--- src/rtl/uart_rx.sv ---
// uart_rx -- asynchronous serial receiver.
//
// Samples an idle-high serial line and reassembles frames made of one start bit (0),
// DATA_BITS data bits LSB first, an optional parity bit and one stop bit (1).
// Each bit is sampled at its centre, which is found by timing half a bit from the
// detected falling edge of the start bit.
//
// Ports
//   i_clk         system clock, rising edge
//   i_rst         synchronous, active-high reset
//   i_rx          serial line, asynchronous to i_clk, idle high
//   O_Data        last correctly framed byte; changes only when O_Valid pulses
//   O_Valid       one-cycle strobe: O_Data holds a newly received byte
//   O_Busy        high while a frame is in progress
//   O_Frame_Err   one-cycle strobe: stop bit sampled as 0 (O_Data left unchanged)
//   O_Parity_Err  one-cycle strobe, coincident with O_Valid: parity mismatch
module uart_rx #(
  parameter int CLKS_PER_BIT = 8,
  parameter int DATA_BITS    = 8,
  parameter int PARITY_EN    = 0,
  parameter int PARITY_ODD   = 0
) (
  input  logic                 i_clk,
  input  logic                 i_rst,
  input  logic                 i_rx,
  output logic [DATA_BITS-1:0] O_Data,
  output logic                 O_Valid,
  output logic                 O_Busy,
  output logic                 O_Frame_Err,
  output logic                 O_Parity_Err
);

  localparam int CNT_W = $clog2(CLKS_PER_BIT);
  localparam int BIT_W = $clog2(DATA_BITS);
  localparam logic [CNT_W-1:0] CNT_HALF = CNT_W'(CLKS_PER_BIT / 2 - 1);
  localparam logic [CNT_W-1:0] CNT_LAST = CNT_W'(CLKS_PER_BIT - 1);
  localparam logic [BIT_W-1:0] BIT_LAST = BIT_W'(DATA_BITS - 1);

  typedef enum logic [2:0] {
    IDLE,
    START,
    DATA,
    PARITY,
    STOP,
    BREAK
  } state_t;

  // Parity check: 1 when data plus received parity bit disagree with the chosen sense.
  function automatic logic parity_err(input logic [DATA_BITS-1:0] d, input logic p);
    return (^d) ^ p ^ (PARITY_ODD != 0);
  endfunction

  logic rx_p0, rx_p1;
  logic vld_p0, vld_p1;
  logic rx_s;
  logic armed;

  state_t               state_q, state_d;
  logic [CNT_W-1:0]     cnt_q, cnt_d;
  logic [BIT_W-1:0]     bit_q, bit_d;
  logic [DATA_BITS-1:0] shift_q, shift_d;
  logic                 perr_q, perr_d;
  logic [DATA_BITS-1:0] data_d;
  logic                 valid_d, ferr_d, perr_out_d;

  // stage p0/p1: two-flop synchronizer for the asynchronous line. The vld flags mark
  // when the chain holds real line samples rather than the reset fill value, so that
  // arming never trusts the reset-forced 1s.
  always_ff @(posedge i_clk) begin
    if (i_rst) begin
      rx_p0  <= 1'b1;
      rx_p1  <= 1'b1;
      vld_p0 <= 1'b0;
      vld_p1 <= 1'b0;
    end else begin
      rx_p0  <= i_rx;
      rx_p1  <= rx_p0;
      vld_p0 <= 1'b1;
      vld_p1 <= vld_p0;
    end
  end

  assign rx_s = rx_p1;

  // Start detection is only allowed once the line has been seen idle (high), so a
  // reset in the middle of a frame or a line stuck low cannot fake a start bit.
  always_ff @(posedge i_clk) begin
    if (i_rst) begin
      armed <= 1'b0;
    end else if (vld_p1 && rx_s) begin
      armed <= 1'b1;
    end
  end

  always_comb begin
    state_d    = state_q;
    cnt_d      = cnt_q;
    bit_d      = bit_q;
    shift_d    = shift_q;
    perr_d     = perr_q;
    data_d     = O_Data;
    valid_d    = 1'b0;
    ferr_d     = 1'b0;
    perr_out_d = 1'b0;
    case (state_q)
      IDLE: begin
        if (armed && !rx_s) begin
          state_d = START;
          cnt_d   = '0;
        end
      end
      START: begin
        if (cnt_q == CNT_HALF) begin
          // A line back high at mid start bit was a glitch, not a frame.
          if (rx_s) begin
            state_d = IDLE;
          end else begin
            state_d = DATA;
            cnt_d   = '0;
            bit_d   = '0;
          end
        end else begin
          cnt_d = cnt_q + 1'b1;
        end
      end
      DATA: begin
        if (cnt_q == CNT_LAST) begin
          shift_d[bit_q] = rx_s;
          cnt_d          = '0;
          if (bit_q == BIT_LAST) begin
            state_d = (PARITY_EN != 0) ? PARITY : STOP;
          end else begin
            bit_d = bit_q + 1'b1;
          end
        end else begin
          cnt_d = cnt_q + 1'b1;
        end
      end
      PARITY: begin
        if (cnt_q == CNT_LAST) begin
          perr_d  = parity_err(shift_q, rx_s);
          cnt_d   = '0;
          state_d = STOP;
        end else begin
          cnt_d = cnt_q + 1'b1;
        end
      end
      STOP: begin
        // Leaving at mid stop bit lets a start bit that follows immediately be caught.
        if (cnt_q == CNT_LAST) begin
          cnt_d = '0;
          if (rx_s) begin
            data_d     = shift_q;
            valid_d    = 1'b1;
            perr_out_d = (PARITY_EN != 0) ? perr_q : 1'b0;
            state_d    = IDLE;
          end else begin
            ferr_d  = 1'b1;
            state_d = BREAK;
          end
        end else begin
          cnt_d = cnt_q + 1'b1;
        end
      end
      BREAK: begin
        if (rx_s) begin
          state_d = IDLE;
        end
      end
      default: begin
        state_d = IDLE;
      end
    endcase
  end

  // stage p2: frame control and registered outputs
  always_ff @(posedge i_clk) begin
    if (i_rst) begin
      state_q      <= IDLE;
      cnt_q        <= '0;
      bit_q        <= '0;
      O_Data       <= '0;
      O_Valid      <= 1'b0;
      O_Frame_Err  <= 1'b0;
      O_Parity_Err <= 1'b0;
    end else begin
      state_q      <= state_d;
      cnt_q        <= cnt_d;
      bit_q        <= bit_d;
      O_Data       <= data_d;
      O_Valid      <= valid_d;
      O_Frame_Err  <= ferr_d;
      O_Parity_Err <= perr_out_d;
    end
  end

  always_ff @(posedge i_clk) begin
    shift_q <= shift_d;
    perr_q  <= perr_d;
  end

  assign O_Busy = (state_q != IDLE);

endmodule

--- config.mk ---
export PLATFORM = sky130hd
export DESIGN_NAME = uart_rx
export DESIGN_NICKNAME = d
export VERILOG_FILES = /design/src/rtl/uart_rx.sv
export SDC_FILE = /design/constraint.sdc
export NUM_CORES = 1
export LEC_CHECK = 0
export BUFFER_PORTS_ARGS = -buffer_cell sky130_fd_sc_hd__buf_2
export CORE_MARGIN = 5
export CORE_UTILIZATION = 45
export CTS_CLUSTER_SIZE = 30
export DETAILED_ROUTE_END_ITERATION = 8
export PLACE_DENSITY = 0.7
export SKIP_LAST_GASP = 1
export SYNTH_ARGS = -nofsm -noshare
export SYNTH_HDL_FRONTEND = slang
export SYNTH_SLANG_ARGS = --single-unit
--- constraint.sdc ---
create_clock -name i_clk -period 4.7 [get_ports i_clk]
set_input_delay 0 -clock i_clk [delete_from_list [all_inputs] [get_ports i_clk]]
set_output_delay 0 -clock i_clk [all_outputs]
set_load 0.02 [all_outputs]
# Yosys cells after proc, flatten, opt, wreduce, memory -nomap -nowiden
# Cells that the tools add are included.
op_classes:
  addsub: 2
  magnitude_cmp: 2
  n_eq_ne: 18
  mux: 25
  n_bitwise: 2
  reduce_logical: 15
ops:
  columns: ["operator", "n"]
  rows:
  - ["$mux 3", 15]
  - ["$ne 2x2->1 const B", 9]
  - ["$pmux 3 s6", 1]
  - ["$eq 3x3->1 const B", 4]
  - ["$eq 3x2->1 const B", 3]
  - ["$pmux 3 s3", 1]
  - ["$bwmux 8", 1]
  - ["$reduce_and 7->1", 1]
  - ["$add 3x1->3 const B", 2]
  - ["$pmux 3 s2", 1]
  - ["$reduce_and 3->1", 2]
  - ["$reduce_bool 3->1", 2]
  - ["$reduce_or 3->1", 2]
  - ["$reduce_and 5->1", 1]
  - ["$lt 3x4->1 const B", 1]
  - ["$mux 1", 4]
  - ["$demux 1 s3", 1]
  - ["$eq 3x1->1 const B", 1]
  - ["$ge 3x1->1 const B", 1]
  - ["$logic_and 1x1->1", 3]
  - ["$logic_not 3->1", 1]
  - ["$ne 3x3->1 const B", 1]
  - ["$mux 2", 1]
  - ["$not 1->1", 2]
  - ["3 further kinds", 3]
totals:
  regBits: 32
  input_bits: 3
  wordCells: 76

# Longest topological paths before layout
# Gate-level depths: netlist of run 1.
logic_depth:
  word_depth: 5
  depth_mapped: 7
  depth_no_buf: 6

# Worst setup path before layout of run 1
# Ideal clock, no wire load.
synth_timing:
  path_kind: "register -> register"
  from: "register cnt_q[0]"
  to: "register state_q[2]"
  setup_ps: 122
  arrival_time_ps: 1604
  setup_slack_ps: 2975
  stages_incl_launch_ff: 7
  cell_sequence: "dfxtp_1 > ha_1 > ha_1 > buf_2 > nor4b_1 > or3_1 > o311a_1"
synth_via:
  elab_chain_len: 3
  elab_cells_between_ends: 7
  classes_between: "6 x eq/ne; 1 x reduce/logical"
synth_rtl:
  columns: ["element", "line", "source"]
  rows:
  - ["start: declaration", "59", "logic [CNT_W-1:0] cnt_q, cnt_d;"]
  - ["start signal: assignment", "188", "cnt_q <= cnt_d;"]
  - ["$eq 3x3->1 / $eq 3x2->1 (equally long branches)", null, null]
  - ["$ne 2x2->1 (no source line)", null, null]
  - ["$reduce_and 7->1 (no source line) (*)", null, null]
  - ["end signal: assignment", "187", "state_q <= state_d;"]
  - ["end: declaration", "58", "state_t state_q, state_d;"]
# Every way passes the cells marked *; elsewhere a longest branch is shown, timed or not.
# A chain may end at the register's enable or synchronous reset.

# Final worst setup path of run 1
layout_timing:
  from: "register cnt_q[0]"
  to: "register O_Data[0]"
layout_via:
  elab_chain_len: 2
layout_rtl:
  columns: ["element", "line", "source"]
  rows:
  - ["$eq 3x3->1", "150", "if (cnt_q == CNT_LAST) begin"]
  - ["$reduce_and 3->1 (no source line)", null, null]
  - ["end signal: assignment", "190", "O_Data <= data_d;"]
  - ["end: declaration", "26", "output logic [DATA_BITS-1:0] O_Data,"]
# No other way between the ends.

==> results of run 1 <==
==> worst max-delay path, cell delays in order, from the launching register on <==
cell and delay (ps):
dfxtp_1 360, ha_1 200, ha_1 340, nand4_1 550
mux2i_1 350, nor2_1 60
==> worst min path at each step <==
stage | cells after the start | endpoint | start
floorplan | 1 | state_q[0] | i_rst
global placement | 2 | rx_p0 | i_rx
detailed placement | 2 | rx_p0 | i_rx
CTS | 2 | O_Data[4] | i_rst
global route | 2 | O_Data[4] | i_rst
finish | 2 | O_Data[4] | i_rst
==> cells by family after synthesis <==
family                     synth area share [%]
other                                     0.265
DFF                                        51.0
and+or+nand+nor                            21.9
buffers and inverters                      4.78
muxes                                      5.66
adders and majority gates                  5.31
AOI/OAI and AO/OA                          11.1
==> cell usage in the layout, fill, tap and decap left out, types with 2 or more instances in the layout <==
| master | synthesis | layout |
|---|---|---|
| edfxtp_1 | 8 | 8 |
| clkbuf_4 | 0 | 5 |
| nor4b_1 | 2 | 2 |
| nor3b_1 | 3 | 3 |
| or2_2 | 2 | 2 |
| mux2i_1 | 8 | 8 |
| ha_1 | 6 | 6 |
| a22o_1 | 2 | 2 |
| nand4b_1 | 2 | 2 |
| inv_1 | 4 | 4 |
| a21oi_1 | 7 | 7 |
| nand2_1 | 4 | 4 |
| nand3b_1 | 2 | 2 |
| o21ai_0 | 3 | 3 |
| buf_2 | 3 | 13 |
| nand2b_1 | 2 | 2 |
| nor2_1 | 16 | 16 |
| o21ai_1 | 2 | 2 |
| dfxtp_1 | 24 | 24 |
| nor2b_1 | 2 | 2 |
| nor3_1 | 4 | 4 |
| nand3_1 | 7 | 7 |
==> registers in the layout, summed over array words and instances, names as in the netlist, 3 cells and up <==
signal   flops
bit_q        3
O_Data       8
shift_q      8
cnt_q        3
state_q      3
==> through the flow <==
stage	instances	hold slack, ps	cell area (sq um)	util (%)
floorplan	136	101	1410	-
global placement	185	186	1480	48.9
detailed placement	185	194	1480	48.9
CTS	194	61.1	1570	51.8
global route	194	77.7	1570	51.8
finish	194	61.3	1570	51.8
==> layer usage <==
| metal | global-route usage [%] | vias up | routed length (um) |
|---|---|---|---|
| met5 | 0 | - | 0 |
| met4 | 6.85 | 0 | 47 |
| met3 | 4.08 | 5 | 165 |
| met2 | 22.5 | 28 | 1290 |
| met1 | 15.3 | 501 | 1070 |
| li1 | - | 516 | - |
==> cell type report <==
type / count / share of cell area, %
clock buffer: 6 / 2.63
sequential: 32 / 46.0
tap: 44 / 3.51
inverter: 4 / 0.958
timing repair buffer: 14 / 4.79
clock inverter: 2 / 2.23
multi-input combinational: 92 / 39.9
==> power groups by stage <==
stage / combinational [uW] / clock, uW / sequential [uW]
after floorplan: 99.3 / 0 / 308
after global placement: 97.6 / 0 / 324
after detailed placement: 102 / 0 / 324
after CTS: 104 / 207 / 318
after global routing: 115 / 223 / 322
final: 104 / 202 / 319
==> what timing repair did <==
item | 4_1_cts | 5_1_grt
hold buffers | 1 | 0
resized for setup | 0 | 0
endpoints found under the hold margin | 1 | 0
==> flow_metrics.tcl, run 1 <==
set metrics [dict create \
    cts_setup_buffers 0 \
    place.gp.congestion 0.820 \
    wire_per_inst_um 13.3 \
    register_area_sq_um 721 \
    critPathArrivalTime_ps 2210 \
    p_clk_share_pct 32.3 \
    rrSetupSlack_ps 2700 \
    yosys_warnings 0 \
    multi_input_area_sq_um 626 \
    cts_buffer_depth 2 \
    drive_gt1_share_pct 16.7 \
    internal-power_uw 449 \
    pre_cts_slack_ps 2700 \
    io_pins 15 \
    rsz0062_at_grt "no" \
    setup_viol 0 \
    ys_seq_area_share_pct 51.0 \
    cts.sinks 32 \
    synth_top_area_share_pct 34.0 \
    hp-class "in2reg" \
    dr.pass1.iters 4 \
    die_w_um 66.1 \
    start_util_pct 46.7 \
    drc 0 \
    n_antenna_cell 0 \
    fillers 311 \
    cts_made_buffers 5 \
    ys_top_cells_by_area "dfxtp_1 (34%), edfxtp_1 (17%), mux2i_1 (5.7%)" \
    fin_crit_ps 2000 \
    netlist_instances 136 \
    status "completed" \
    fin_skew_ps 10.3 \
    path_max_fanout 9 \
    powerDensity_nw_per_um2 399 \
    synth_commonest_cells "dfxtp_1 (24), nor2_1 (16), edfxtp_1 (8), mux2i_1 (8)" \
    power_uw 625 \
    p_switching_uw 176 \
    crit_type "reg2reg" \
    hold_violations 0 \
    power_leakage_uw 0.000653 \
    cts_root_buf "clkbuf_4" \
    antenna_found_initial 0 \
    wl_mm 2.57 \
    synth_cell_types 42 \
    coreArea_sq_um 3030 \
    setup_tns_ps 0 \
    synth_edf_count 8 \
    required_ps 4910 \
    drv_cap 0 \
    grt-ovfl-total 0 \
    cts.clk_slew.worst_paths_ps 100 \
    clk_latency_ps 330 \
    crit_start "cnt_q[0]" \
    crit_end "O_Data[0]" \
    track_usage_pct 13.4 \
    async_flop_share_pct 0 \
    die_h_um 66.1 \
    ir_worst_vdd_uv 255 \
    dpl.hpwl_mm 1.85 \
    max_freq_ghz 0.501 \
    fin_nets 158 \
    die_area_sq_um 4360 \
    rows 20 \
    syn_nets 145 \
    drv_slew 0 \
    slew-limit-headroom_pct 59.3 \
    h-tree-depth 2 \
    ys_seq_elements 32 \
    avgSynthCellArea_sq_um 10.4 \
    grt_first_pass_wirelength_mm 4.40 \
    r2r-end "O_Data[0]" \
    comb_power_share_pct 16.7 \
    fin_crit_sh_pct 42.5 \
    syn_to_final_growth_pct 10.9 \
    mappedNetlistArea_sq_um 1410 \
    switching_share_pct 28.1 \
    vias 1050 \
    numPortBuffers 13 \
    r2r_cells 5 \
    r2r_start "cnt_q[0]" \
    yosysTopAreaCell "dfxtp_1" \
    setup_ws_ps 2700 \
    viasPerCell 5.41 \
    cts_tree "done" \
    ant_nets 0 \
    grt_pass1_vias 1001 \
    endpoint_kind "register" \
    cp-start-kind "register" \
    dr.first_iter.drc_count 34 \
    ys.flop_type "dfxtp_1" \
    yosysMostFrequentCell "dfxtp_1" \
    grt_max_degree 22 \
    tightest_slew_ps 609 \
    p_seq_share_pct 51.0 \
]
Power figures use the tool's default switching activity.
==> run 2: changes to the inputs <==
--- a/config.mk
+++ b/config.mk
@@ -10,7 +10,7 @@
 export CORE_UTILIZATION = 45
 export CTS_CLUSTER_SIZE = 30
 export DETAILED_ROUTE_END_ITERATION = 8
-export PLACE_DENSITY = 0.7
+export PLACE_DENSITY = 0.72
 export SKIP_LAST_GASP = 1
 export SYNTH_ARGS = -nofsm -noshare
 export SYNTH_HDL_FRONTEND = slang
==> constraint.sdc (replaced) <==
create_clock -name i_clk -period 1.7 [get_ports i_clk]
set_input_delay 0 -clock i_clk [delete_from_list [all_inputs] [get_ports i_clk]]
set_output_delay 0 -clock i_clk [all_outputs]
set_load 0.02 [all_outputs]
==> run 2 against run 1 <==
Routed wire length increased by 1.2%. Critical endpoint is now state_q[2]. Final cell count is 3.1% higher. Largest power group unchanged. Cell area grew 5.6%.
==> flow_metrics.tcl, run 2 (synthesis gave the netlist of run 1 again) <==
set metrics [dict create \
    status "completed" \
    drv_cap 0 \
    rows 20 \
    setup_viol 0 \
    syn_to_final_growth_pct 17.1 \
    final_util_pct 54.7 \
    r2r_cells 5 \
    drive_gt1_share_pct 25.0 \
    fin_crit_ps 1680 \
    cts.clk_slew.worst_paths_ps 110 \
    dr.first_iter.drc_count 32 \
    die_w_um 66.1 \
    cts_root_buf "clkbuf_4" \
    dr.pass1.iters 4 \
    fillers 270 \
    critPathArrivalTime_ps 1910 \
    vias 1077 \
    ir_worst_vdd_uv 679 \
    drv_slew 0 \
    n_antenna_cell 0 \
    io_pins 15 \
    wl_mm 2.60 \
    fin_crit_sh_pct 98.7 \
    cp-start-kind "register" \
    powerDensity_nw_per_um2 1080 \
    cts.sinks 32 \
    h-tree-depth 2 \
    mostFrequentLayoutCells "dfxtp_1 (21), nor2_1 (16), buf_2 (13)" \
    reg_top3 "O_Data (8), shift_q (8)" \
    fin_nets 164 \
    track_usage_pct 13.6 \
    hold_depth 2 \
    coreArea_sq_um 3030 \
    final_common_cell "dfxtp_1" \
    start_util_pct 46.7 \
    cts_made_buffers 5 \
    dp_cells 191 \
    cts_tree "done" \
    grt_first_pass_wirelength_mm 4.46 \
    power_leakage_uw 0.000682 \
    grt-ovfl-total 0 \
    required_ps 1940 \
    grt_pass1_vias 1017 \
    die_area_sq_um 4360 \
    rsz0062_at_grt "yes" \
    crit_type "reg2reg" \
    die_h_um 66.1 \
    stdcell_count 200 \
    drc 0 \
    path_max_fanout 6 \
    endpoint_kind "register" \
    fin_skew_ps 10.4 \
    max_freq_ghz 0.596 \
    hold_violations 0 \
    numPortBuffers 13 \
    cts_buffer_depth 2 \
    antenna_found_initial 0 \
    wire_per_inst_um 13.0 \
    hp-class "in2reg" \
    cts_setup_buffers 0 \
    power_uw 1780 \
    clk_latency_ps 340 \
    grt_max_degree 22 \
    viasPerCell 5.39 \
    dpl.hpwl_mm 1.81 \
    ant_nets 0 \
    place.gp.congestion 0.826 \
]
-- run 2: cell types whose count changed in the layout (fill, tap and decap cells not counted), sizes merged --
cell	delta
clkinvlp	+1
buf	+6
clkbuf	-1
-- run 2: per-layer routing --
metal,vias up,GRT usage [%],part of all wire [%],wire length [um]
met4,0,5.33,1.8,48
met1,513,14.3,40,1030
met5,-,0,0,0
met2,29,24.3,51,1340
met3,7,5.10,7.2,188
li1,528,-,-,-
-- run 2: worst max-delay path, stage by stage (launching register included) --
cell	delay [ps]
dfxtp_2	380
ha_4	150
ha_2	190
nor4b_1	60
or3_4	440
o311a_1	360
-- run 2: worst paths after layout --
| path | endpoint | slack (ps) | startpoint |
|---|---|---|---|
| worst max-delay path | state_q[2] | 20 | cnt_q[0] |
| worst min-delay path | O_Data[6] | 60 | i_rst |
| worst max register to register | state_q[2] | 20 | cnt_q[0] |
| worst min register to register | rx_p1 | 430 | rx_p0 |
-- run 2: what timing repair did --
action,4_1_cts,5_1_grt
setup endpoints to repair,1,8
hold buffers,1,0
endpoints found under the hold margin,1,0
pin swaps,0,1
gates resized for setup,3,5
-- run 2: power breakdown --
part	total, uW	switching [uW]	internal (uW)
Sequential	881	64.9	816
Combinational	325	181	144
Clock	576	269	306
-- run 2: area by class of cell --
type,instances,area (sq um),area share [%]
clock inverter,3,42.5,2.57
sequential,32,724,43.8
clock buffer,5,37.5,2.27
timing repair buffer,20,133,8.01
tap,44,55.1,3.33
inverter,4,15.0,0.907
multi-input combinational,92,648,39.2
-- run 2: stage by stage --
step / cell area [sq um] / worst slack (ps) / hold WS (ps) / TNS, ps
after floorplan: 1420 / 10.8 / 101 / 0
after global placement: 1540 / 54.3 / 182 / 0
after detailed placement: 1540 / -15.9 / 185 / -15.9
after CTS: 1640 / 2.67 / 42.3 / 0
after global routing: 1660 / -19.7 / 45.3 / -32.6
final: 1660 / 22.5 / 60.1 / 0
==> run 3: changes to the inputs <==
--- a/config.mk
+++ b/config.mk
@@ -10,7 +10,7 @@
 export CORE_UTILIZATION = 45
 export CTS_CLUSTER_SIZE = 30
 export DETAILED_ROUTE_END_ITERATION = 8
-export PLACE_DENSITY = 0.72
+export PLACE_DENSITY = 0.7
 export SKIP_LAST_GASP = 1
 export SYNTH_ARGS = -nofsm -noshare
 export SYNTH_HDL_FRONTEND = slang
==> constraint.sdc (replaced) <==
create_clock -name i_clk -period 1.6 [get_ports i_clk]
set_input_delay 0 -clock i_clk [delete_from_list [all_inputs] [get_ports i_clk]]
set_output_delay 0 -clock i_clk [all_outputs]
set_load 0.02 [all_outputs]
==> run 3 against run 2 <==
The flow now finishes with violations (setup timing). Clock-buffer cell count up 1. Cell area grew 4.0%. Clock power fell by 20%. Sequential cell count did not move. Die area is the same. Setup slack worse by 26 ps. Hold slack improved by 4.4 ps. Sequential power up 8.2%. Largest cell class unchanged. Highest routed layer unchanged.
==> flow_metrics.tcl, run 3 (synthesis gave the netlist of run 1 again) <==
set metrics [dict create \
    path_max_fanout 5 \
    power_leakage_uw 0.000710 \
    status "complete, but fails checks" \
    grt_max_degree 22 \
    grt_pass1_vias 1063 \
    cts.clk_slew.worst_paths_ps 100 \
    stdcell_count 204 \
    drc 0 \
    grt-ovfl-total 0 \
    grt_first_pass_wirelength_mm 4.58 \
    n_antenna_cell 0 \
    fillers 283 \
    powerDensity_nw_per_um2 1040 \
    cts_buffer_depth 2 \
    io_pins 15 \
    cp_cell_sequence "ha_1 -> ha_2 -> a211oi_2 -> a22o_1 -> o21ai_0 -> o311a_1" \
    cp_slowest_cell "dfxtp_1" \
    drv_slew 0 \
    ant_nets 0 \
    rrSetupSlack_ps -4 \
    fin_crit_ps 1600 \
    mostFrequentLayoutCells "dfxtp_1 (18), nor2_1 (16), buf_2 (13)" \
    failed_checks "setup timing" \
    cts_tree "done" \
    dr.first_iter.drc_count 45 \
    die_h_um 66.1 \
    die_w_um 66.1 \
    required_ps 1820 \
    drv_cap 0 \
    die_area_sq_um 4360 \
    use_met1_pct 15.4 \
    ir_worst_vdd_uv 535 \
    cp-start-kind "register" \
    crit_type "reg2reg" \
    cts.sinks 32 \
    coreArea_sq_um 3030 \
    crit_path_max_incr_delay_ps 330 \
    met2_usage_pct 24.3 \
    h-tree-depth 2 \
    final_util_pct 56.9 \
    gr-usage-met3_pct 3.57 \
    track_usage_pct 14.1 \
    antenna_found_initial 0 \
    hold_violations 0 \
    fin_nets 169 \
    final_common_cell "dfxtp_1" \
    top_usage_layer "met2" \
    hp-class "in2reg" \
    drive_gt1_share_pct 32.5 \
    setup_viol 1 \
    rows 20 \
    max_freq_ghz 0.623 \
    start_util_pct 46.7 \
    setup_ws_ps -3.96 \
    fin_crit_sh_pct 100 \
    rsz0062_at_grt "yes" \
    syn_to_final_growth_pct 21.8 \
    endpoint_kind "register" \
    wire_per_inst_um 13.8 \
    dr.pass1.iters 4 \
    place.gp.congestion 0.828 \
    fin_skew_ps 8.00 \
    power_uw 1790 \
    viasPerCell 5.38 \
    clk_latency_ps 330 \
    vias 1097 \
    cts_root_buf "clkbuf_4" \
    critPathArrivalTime_ps 1820 \
    cts_made_buffers 5 \
    wl_mm 2.82 \
    reg_top3 "O_Data (8), shift_q (8)" \
    dp_cells 194 \
    dpl.hpwl_mm 1.94 \
    numPortBuffers 13 \
]
[run 3: changes by cell type in the layout (fill, tap and decap cells not counted), moves of 2 or more]
cell     previous run  this run
dfxtp_2             3         6
dfxtp_1            21        18
o21ai_1             3         1
ha_4                1         3
buf_4               5        10
[run 3: repair_timing]
action,CTS,global route
endpoints found under the hold margin,1,0
endpoints found under the setup margin,5,13
gates resized for setup,6,9
pin swaps,4,4
setup buffers,0,2
hold buffers,1,0
[run 3: worst paths after layout]
path | start | endpoint | cells after the start
worst max register to register | bit_q[0] | state_q[2] | 6
worst max-delay path | bit_q[0] | state_q[2] | 6
worst min-delay path | i_rst | O_Data[3] | 2
worst min register to register | rx_p0 | rx_p1 | 1
[run 3: critical path, delay by kind of cell, from the launching register on]
kind	cells	cell delay, ps
flip-flops	1	330
adder cells (fa/ha/maj)	2	380
AO/OA/AOI/OAI	4	780
[run 3: area by class of cell]
cell class | instances | area [sq um] | share of cell area [%]
clock buffers | 6 | 51.3 | 2.98
clock inverters | 1 | 3.75 | 0.218
inverters | 4 | 15.0 | 0.872
multi-input cells | 92 | 698 | 40.6
flip-flops and latches | 32 | 728 | 42.3
well taps | 44 | 55.1 | 3.20
repair buffers | 25 | 170 | 9.88
[run 3: stage by stage]
stage	setup TNS (ps)	setup WS, ps	area (sq um)	hold WS [ps]
global placement	-5.01	-5.01	1580	182
global route	-143	-48.5	1720	83.1
CTS	-11.3	-11.3	1680	53.5
floorplan	0	27.2	1440	101
finish	-3.96	-3.96	1720	64.5
detailed placement	-266	-93.1	1580	187
[run 3: metal layers]
metal  vias to the layer above  share of wire [%]
li1                        536                  -
met1                       517                 43
met2                        33                 49
met3                        11                3.8
met4                         0                3.3
met5                         -                  0
[run 3: report_power, final]
group          leakage, uW  internal (uW)  switching [uW]  total, uW
clock            0.0000318            201             258        459
sequential        0.000268            871            81.4        953
combinational     0.000410            172             208        381
